[config.mk]
export PLATFORM = sky130hd
export DESIGN_NAME = monpro_result_unloader
export DESIGN_NICKNAME = d
export VERILOG_FILES = /design/src/rtl/monpro_result_unloader.sv
export SDC_FILE = /design/constraint.sdc
export NUM_CORES = 2
export LEC_CHECK = 0
export CORE_AREA = 2 2 415 417
export DETAILED_ROUTE_END_ITERATION = 10
export DIE_AREA = 0 0 417 419
export PLACE_DENSITY = 0.62
export SLEW_MARGIN = 20
export SYNTH_ARGS = -nofsm -noshare
export SYNTH_HDL_FRONTEND = slang
export SYNTH_SLANG_ARGS = --single-unit
[constraint.sdc]
create_clock -name clk -period 42 [get_ports clk]
set_input_delay 8.4 -clock clk [delete_from_list [all_inputs] [get_ports clk]]
set_output_delay 8.4 -clock clk [all_outputs]
set_load 0.01 [all_outputs]
[src/rtl/monpro_result_unloader.sv]
// monpro_result_unloader: buffers a DATA_LENGTH-bit result, then streams it
// out as DATA_WIDTH-bit words, most significant word first, on a valid/ready
// channel after getResult.
// Latency: getResult -> word 0 on res_out after one edge; each handshake
// presents the next word on the following cycle.
// Backpressure: res_out and res_out_valid hold until res_out_ready is seen.
//   Stalls may last any number of cycles.
//
// Ports:
//   clk, reset        clock; asynchronous active-high reset
//   res_load, res_in  one-cycle parallel load of the core result
//   getResult         start streaming the buffered result
//   res_out, res_out_valid, res_out_ready   registered output word channel
//   full, busy        result buffered / streaming in progress
//   done, load_err    one-cycle pulses: last word accepted / load dropped
//
// Optional feature: define RES_CHECKSUM_EN to append one extra word after the
// data words. That word is the XOR of all data words sent.
module monpro_result_unloader #(
  parameter int DATA_WIDTH  = 32,
  parameter int DATA_LENGTH = 1024
) (
  input  logic                   clk,
  input  logic                   reset,
  input  logic                   res_load,
  input  logic [DATA_LENGTH-1:0] res_in,
  input  logic                   getResult,
  output logic [DATA_WIDTH-1:0]  res_out,
  output logic                   res_out_valid,
  input  logic                   res_out_ready,
  output logic                   full,
  output logic                   busy,
  output logic                   done,
  output logic                   load_err
);

  localparam int WORDS = DATA_LENGTH / DATA_WIDTH;
  localparam int IDX_W = (WORDS > 1) ? $clog2(WORDS) : 1;

  typedef enum logic [1:0] {IDLE, FULL, SEND, CHK} state_t;

  state_t                 state_q, state_d;
  logic [DATA_LENGTH-1:0] buf_q;
  logic [IDX_W-1:0]       idx_q, idx_d;
  logic [DATA_WIDTH-1:0]  res_out_d;
  logic                   valid_d, done_d, load_err_d;
  logic                   hs, last, capture, start;

  // Word k of the buffer, counted from the most significant end.
  function automatic logic [DATA_WIDTH-1:0] word_at(input logic [DATA_LENGTH-1:0] b,
                                                    input int k);
    logic [DATA_LENGTH-1:0] sh;
    sh = b >> ((WORDS - 1 - k) * DATA_WIDTH);
    return sh[DATA_WIDTH-1:0];
  endfunction

  assign hs      = res_out_valid && res_out_ready;
  assign last    = (idx_q == IDX_W'(WORDS - 1));
  assign capture = res_load && (state_q == IDLE || state_q == FULL);
  // A load in FULL takes priority over a simultaneous getResult.
  assign start   = (state_q == FULL) && getResult && !res_load;

  assign full = (state_q == FULL);
  assign busy = (state_q == SEND) || (state_q == CHK);

  // State and registered outputs
  always_ff @(posedge clk or posedge reset) begin
    if (reset) begin
      state_q       <= IDLE;
      buf_q         <= '0;
      idx_q         <= '0;
      res_out       <= '0;
      res_out_valid <= 1'b0;
      done          <= 1'b0;
      load_err      <= 1'b0;
    end else begin
      state_q       <= state_d;
      idx_q         <= idx_d;
      res_out       <= res_out_d;
      res_out_valid <= valid_d;
      done          <= done_d;
      load_err      <= load_err_d;
      if (capture) buf_q <= res_in;
    end
  end

`ifdef RES_CHECKSUM_EN
  logic [DATA_WIDTH-1:0] acc_q;

  always_ff @(posedge clk or posedge reset) begin
    if (reset)                        acc_q <= '0;
    else if (start)                   acc_q <= '0;
    else if (state_q == SEND && hs)   acc_q <= acc_q ^ res_out;
  end
`endif

  // Next state
  always_comb begin
    state_d = state_q;
    idx_d   = idx_q;
    case (state_q)
      IDLE: if (res_load) state_d = FULL;
      FULL: if (start) begin
        state_d = SEND;
        idx_d   = '0;
      end
      SEND: if (hs) begin
        if (last) begin
`ifdef RES_CHECKSUM_EN
          state_d = CHK;
`else
          state_d = IDLE;
`endif
        end else begin
          idx_d = idx_q + 1'b1;
        end
      end
      CHK: if (hs) state_d = IDLE;
      default: state_d = IDLE;
    endcase
  end

  // Next values of the registered outputs
  always_comb begin
    res_out_d  = res_out;
    valid_d    = (state_d == SEND) || (state_d == CHK);
    done_d     = 1'b0;
    load_err_d = res_load && busy;
    if (start) begin
      res_out_d = word_at(buf_q, 0);
    end else if (state_q == SEND && hs) begin
      if (!last) begin
        res_out_d = word_at(buf_q, int'(idx_q) + 1);
      end else begin
`ifdef RES_CHECKSUM_EN
        // acc_q does not yet include the word accepted on this edge.
        res_out_d = acc_q ^ res_out;
`else
        done_d = 1'b1;
`endif
      end
    end else if (state_q == CHK && hs) begin
      done_d = 1'b1;
    end
  end

endmodule

# Yosys cells after proc, flatten, opt, wreduce, memory -nomap -nowiden
# Index checks and enable logic that the tools add are counted.
[op_classes]
n_lt_le_gt_ge = 0
n_bitwise = 0
n_addsub = 3
n_mux = 17
n_shift = 1
n_eq_ne = 10
multipliers = 0
n_div = 0
n_reduce_logical = 16
[op_table]
columns = ["op", "count"]
rows = [
  [">> shifter 1024 x 32 -> 32 bit", 1],
  ["two-way mux 32 bit", 3],
  ["two-way mux 5 bit", 3],
  ["two-way mux 2 bit", 5],
  ["one-hot mux 5 bit (2 select lines)", 1],
  ["== test 2 bit (second input constant)", 4],
  ["one-hot mux 2 bit (4 select lines)", 1],
  ["logical AND 1 bit", 7],
  ["subtractor 5 x 6 -> 7 bit (first input constant)", 1],
  ["adder 5 x 1 -> 6 bit (second input constant)", 1],
  ["adder 5 x 1 -> 5 bit (second input constant)", 1],
  ["== test 5 bit (second input constant)", 1],
  ["two-way mux 1 bit", 4],
  ["!= test 2 x 1 -> 1 bit (second input constant)", 2],
  ["!= test 2 bit (second input constant)", 2],
  ["AND reduction 4 bit", 1],
  ["nonzero test 2 bit", 2],
  ["logical OR 1 bit", 3],
  ["== test 2 x 1 -> 1 bit (second input constant)", 1],
  ["logical NOT 2 bit", 1],
  ["AND reduction 2 bit", 1],
  ["logical NOT 1 bit", 1],
]
[word_totals]
ff_bits = 1066
rom_bits = 0
n_memories = 0
word_cells = 54
ram_bits = 0
latchBits = 0
output_inout_bits = 37

# Longest topological paths before layout
[depth]
word_depth = 7
ltp_mapped = 10
mapped_depth_nobuf = 8

# Least setup slack after synthesis
# OpenSTA, ideal clock, no wires.
[synth_timing]
path_kind = "input to register"
from = "input res_out_ready"
to = "register res_out[0]"
setup_time_ps = 126
path_buffers = 2
t_arrival_ps = 9700
path_slack_ps = 32174
stages = 7
path_cell_list = "and4bb_1 -> and2_1 -> clkbuf_1 -> nand3_1 -> clkbuf_1 -> o22ai_1 -> a311o_1"
[synth_between]
elab_chain_cells = 4
[synth_lines]
columns = ["element", "line_no", "source"]
rows = [
  ["start, declared", "30", "input logic res_out_ready,"],
  ["logical AND 1 bit", "57", "assign hs = res_out_valid && res_out_ready;"],
  ["logical AND 1 bit", "131", "end else if (state_q == SEND && hs) begin"],
  ["nonzero test 2 bit (no line)", "-", ""],
  ["AND reduction 2 bit (no line)", "-", ""],
  ["end signal, assigned", "79", "res_out <= res_out_d;"],
  ["end, declared", "28", "output logic [DATA_WIDTH-1:0] res_out,"],
]
# Every way passes these cells.
# A chain may end at the register's enable or synchronous reset.

# Worst setup path in the final report
[layout_timing]
from = "input res_load"
to = "register buf_q[761]"
[layout_between]
elab_chain_cells = 1
[layout_lines]
columns = ["element", "line_no", "source"]
rows = [
  ["start, declared", "25", "input logic res_load,"],
  ["logical AND 1 bit", "59", "assign capture = res_load && (state_q == IDLE || state_q == FULL);"],
  ["end signal, assigned", "83", "if (capture) buf_q <= res_in;"],
  ["end, declared", "43", "logic [DATA_LENGTH-1:0] buf_q;"],
]
# Every way passes these cells.

==> flow_summary.json <==
{
  "antenna_left": 0,
  "drt_wl_total_mm": 196.2,
  "globalplace.congestion": 0.8916,
  "drive_gt1_frac": 0.3699,
  "nets": 5106,
  "cts_tree": "done",
  "io_pins": 1066,
  "die_y_um": 419,
  "wire_per_inst_um": 30.39,
  "hold_buffers": 0,
  "cp.required_ns": 42.65,
  "drtIter0Drc": 2191,
  "maxSlewHeadroom": 0.2223,
  "synthFlopType": "dfrtp_1",
  "cp_slowest_cell": "buf_4",
  "startpoint_type": "primary input",
  "max_freq_mhz": 82.50,
  "rsz0062_at_grt": "no",
  "clkLatencyLatePin_ns": 0.81,
  "clockRootBuffer": "clkbuf_16",
  "ys_warn_count": 0,
  "avgViaCountPerCell": 4.887,
  "post-route-period-util": 0.2886,
  "rows": 152,
  "chipWidth_um": 417,
  "leakage_nw": 25.27,
  "start_util": 0.2803,
  "nFillCells": 16120,
  "crit_chain": "clkdlybuf4s50_1 -> nor2b_4 -> buf_4 -> buf_4 -> buf_4 -> buf_4 -> mux2_2",
  "synth-seq-cells": 1066,
  "timing.hold.ws_ns": 0.4999,
  "cts_buffer_depth": 3,
  "num_vias": 31560,
  "final_core_util": 0.3804,
  "worst_ep_arrival_time_ns": 12.77,
  "grt_pass1_vias": 33190,
  "critPathTopFamily": "buffers and inverters",
  "synth.area.top_cells": "dfrtp_1 56%, mux2_2 24%, mux4_2 12%",
  "rr_worst_depth": 8,
  "fin_ws_ns": 29.88,
  "dp_hpwl_mm": 149.8,
  "finalHoldViolations": 0,
  "path_max_fanout": 73,
  "async_flop_share": 1.000,
  "synth_edf_count": 0,
  "cts_resized": 0,
  "drt_first_pass_iters": 6,
  "clk_pin_slew_worst_paths_ns": 0.06,
  "grt_max_degree": 160,
  "grt_first_pass_wirelength_mm": 266.0,
  "die_area_mm2": 0.1747,
  "finalCriticalPeriod_ns": 12.12,
  "synthDistinctLibCells": 35,
  "drcViolationCount": 0,
  "syn_inst": 3064,
  "antenna_found_initial": 85,
  "maxSlewViolCount": 0,
  "port_buffers": 1065,
  "path_buf_inv": 5,
  "seq_area_frac_synth": 0.5579,
  "min_path_cells": 1,
  "pre_cts_slack_ns": 29.12,
  "ir_drop_v": 0.00004175,
  "max_cap_violations": 0,
  "crit_path_end_kind": "register",
  "core_area_mm2": 0.1706,
  "syn2layout_area_growth_pct": 35.71,
  "synth_top_cell_by_area": "dfrtp_1",
  "post_cts_buffers": 0,
  "syn_avg_cell_area_um2": 15.61,
  "power.density_mw_per_mm2": 74.25,
  "status": "complete, no violations",
  "synth_area_mm2": 0.04782,
  "clock_skew_ns": 0.04895,
  "critical-path-max-stage-delay_ns": 0.90,
  "cts_made_buffers": 121,
  "critPathKind": "primary input to register",
  "tightest_slew_ns": 1.167,
  "setup_viol": 0,
  "cp_common_cell": "buf_4",
  "clkSinkCount": 1066,
  "crit_cells": 7,
  "overflow": 0,
  "fin_tns_setup_ns": 0,
  "min_path_type": "register to register",
  "syn_nets": 4096,
  "grt_use_total": 0.2207,
  "htree_levels": 3,
  "synth_top_area_share": 0.5579
}
[metrics by stage]
| stage | cell area (um2) | total power, mW | std cells |
|---|---|---|---|
| 2_1_floorplan | 47820 | 3.018 | 3064 |
| 3_3_place_gp | 60620 | 3.727 | 6184 |
| 3_5_place_dp | 60620 | 3.771 | 6184 |
| 4_1_cts | 64760 | 4.904 | 6407 |
| 5_1_grt | 64870 | 5.081 | 6447 |
| 6_report | 64890 | 4.818 | 6457 |
[state kept, by name (all words and copies together) (netlist names)]
signal,cells
res_out_valid,1
state_q,2
idx_q,5
done,1
buf_q,1024
load_err,1
res_out,32
[layout by cell type, fill, tap and decap left out, drive strengths merged]
cell type | netlist | routed
o311ai | 1 | 1
nand2 | 192 | 192
a21oi | 63 | 63
clkinv | 0 | 26
a2111oi | 2 | 2
nand3b | 2 | 2
a311o | 30 | 30
mux4 | 258 | 258
and3b | 2 | 2
clkbuf | 58 | 176
nor2b | 3 | 3
ha | 3 | 3
a21boi | 3 | 3
xor2 | 2 | 2
o31ai | 2 | 2
a31oi | 1 | 1
dfrtp | 1066 | 1066
clkinvlp | 0 | 2
a21o | 1 | 1
mux2 | 1026 | 1026
diode | 0 | 50
nor2 | 34 | 34
o21ai | 7 | 7
and2 | 2 | 2
inv | 3 | 13
bufinv | 0 | 9
mux2i | 30 | 30
o22ai | 30 | 30
and4bb | 1 | 1
and3 | 5 | 5
xnor2 | 2 | 2
clkdlybuf4s50 | 0 | 1065
nor3b | 1 | 1
buf | 167 | 47
nand3 | 67 | 67
[per-layer routing]
| metal | part of all wire | track usage |
|---|---|---|
| met5 | 0.00094 | 0 |
| met4 | 0.040 | 0.09439 |
| met3 | 0.067 | 0.06162 |
| met2 | 0.50 | 0.3758 |
| met1 | 0.39 | 0.2606 |
[where the power goes]
part	switching [mW]	internal, mW	total, mW	leakage (nW)
clock	0.467	0.645	1.11	2.06
sequential	0.326	1.55	1.88	12.4
combinational	0.826	1.00	1.83	10.8
total	1.62	3.20	4.82	25.3
[cell usage after synthesis, types with 5 or more instances]
library cell and number:
dfrtp_1 1066, nand2_1 192, mux2i_1 30, clkbuf_1 58, and3_1 5, buf_6 15
buf_4 9, o21ai_0 7, mux4_2 257, nand3_1 67, o22ai_1 30, buf_2 140
mux2_2 1026, a21oi_1 63, nor2_1 34, a311o_1 30
[cells by family after synthesis]
group | after synthesis | share of synthesized area
adder cells (fa/ha/maj) | 3 | 0.0007851
flip-flops | 1066 | 0.5579
buffers and inverters | 228 | 0.02462
XOR/XNOR | 4 | 0.0008899
AO/OA/AOI/OAI | 140 | 0.01915
AND/OR/NAND/NOR | 309 | 0.02716
multiplexers | 1314 | 0.3695
[final cells by class]
class | instances | area, um2 | area share
diodes | 50 | 125.1 | 0.001928
clock buffers | 176 | 3565 | 0.05493
clock inverters | 47 | 583.1 | 0.008985
inverters | 3 | 18.77 | 0.0002892
multi-input cells | 1770 | 20060 | 0.3091
flip-flops and latches | 1066 | 26680 | 0.4111
well taps | 2233 | 2794 | 0.04305
repair buffers | 1112 | 11070 | 0.1705
[worst reg2reg max path, delay by kind of cell, from the launching register on]
family,cells,cell delay (ns)
AOI/OAI and AO/OA,1,0.57
buffers and inverters,3,2.45
DFF,1,0.65
and+or+nand+nor,2,0.64
muxes,1,0.50
adders and majority gates,1,0.87
[worst paths after layout]
kind	startpoint	to	slack (ns)
min reg2reg	buf_q[630]$_DFFE_PP0P_	buf_q[630]$_DFFE_PP0P_	0.50
min in group asynchronous	reset	buf_q[131]$_DFFE_PP0P_	8.21
max	res_load	buf_q[761]$_DFFE_PP0P_	29.88
max in group asynchronous	reset	buf_q[722]$_DFFE_PP0P_	30.47
max reg2reg	idx_q[0]$_DFFE_PP0P_	res_out[15]$_DFFE_PP0P_	36.21
min	buf_q[630]$_DFFE_PP0P_	buf_q[630]$_DFFE_PP0P_	0.50
Note: power is estimated with default switching activity, not from simulation.
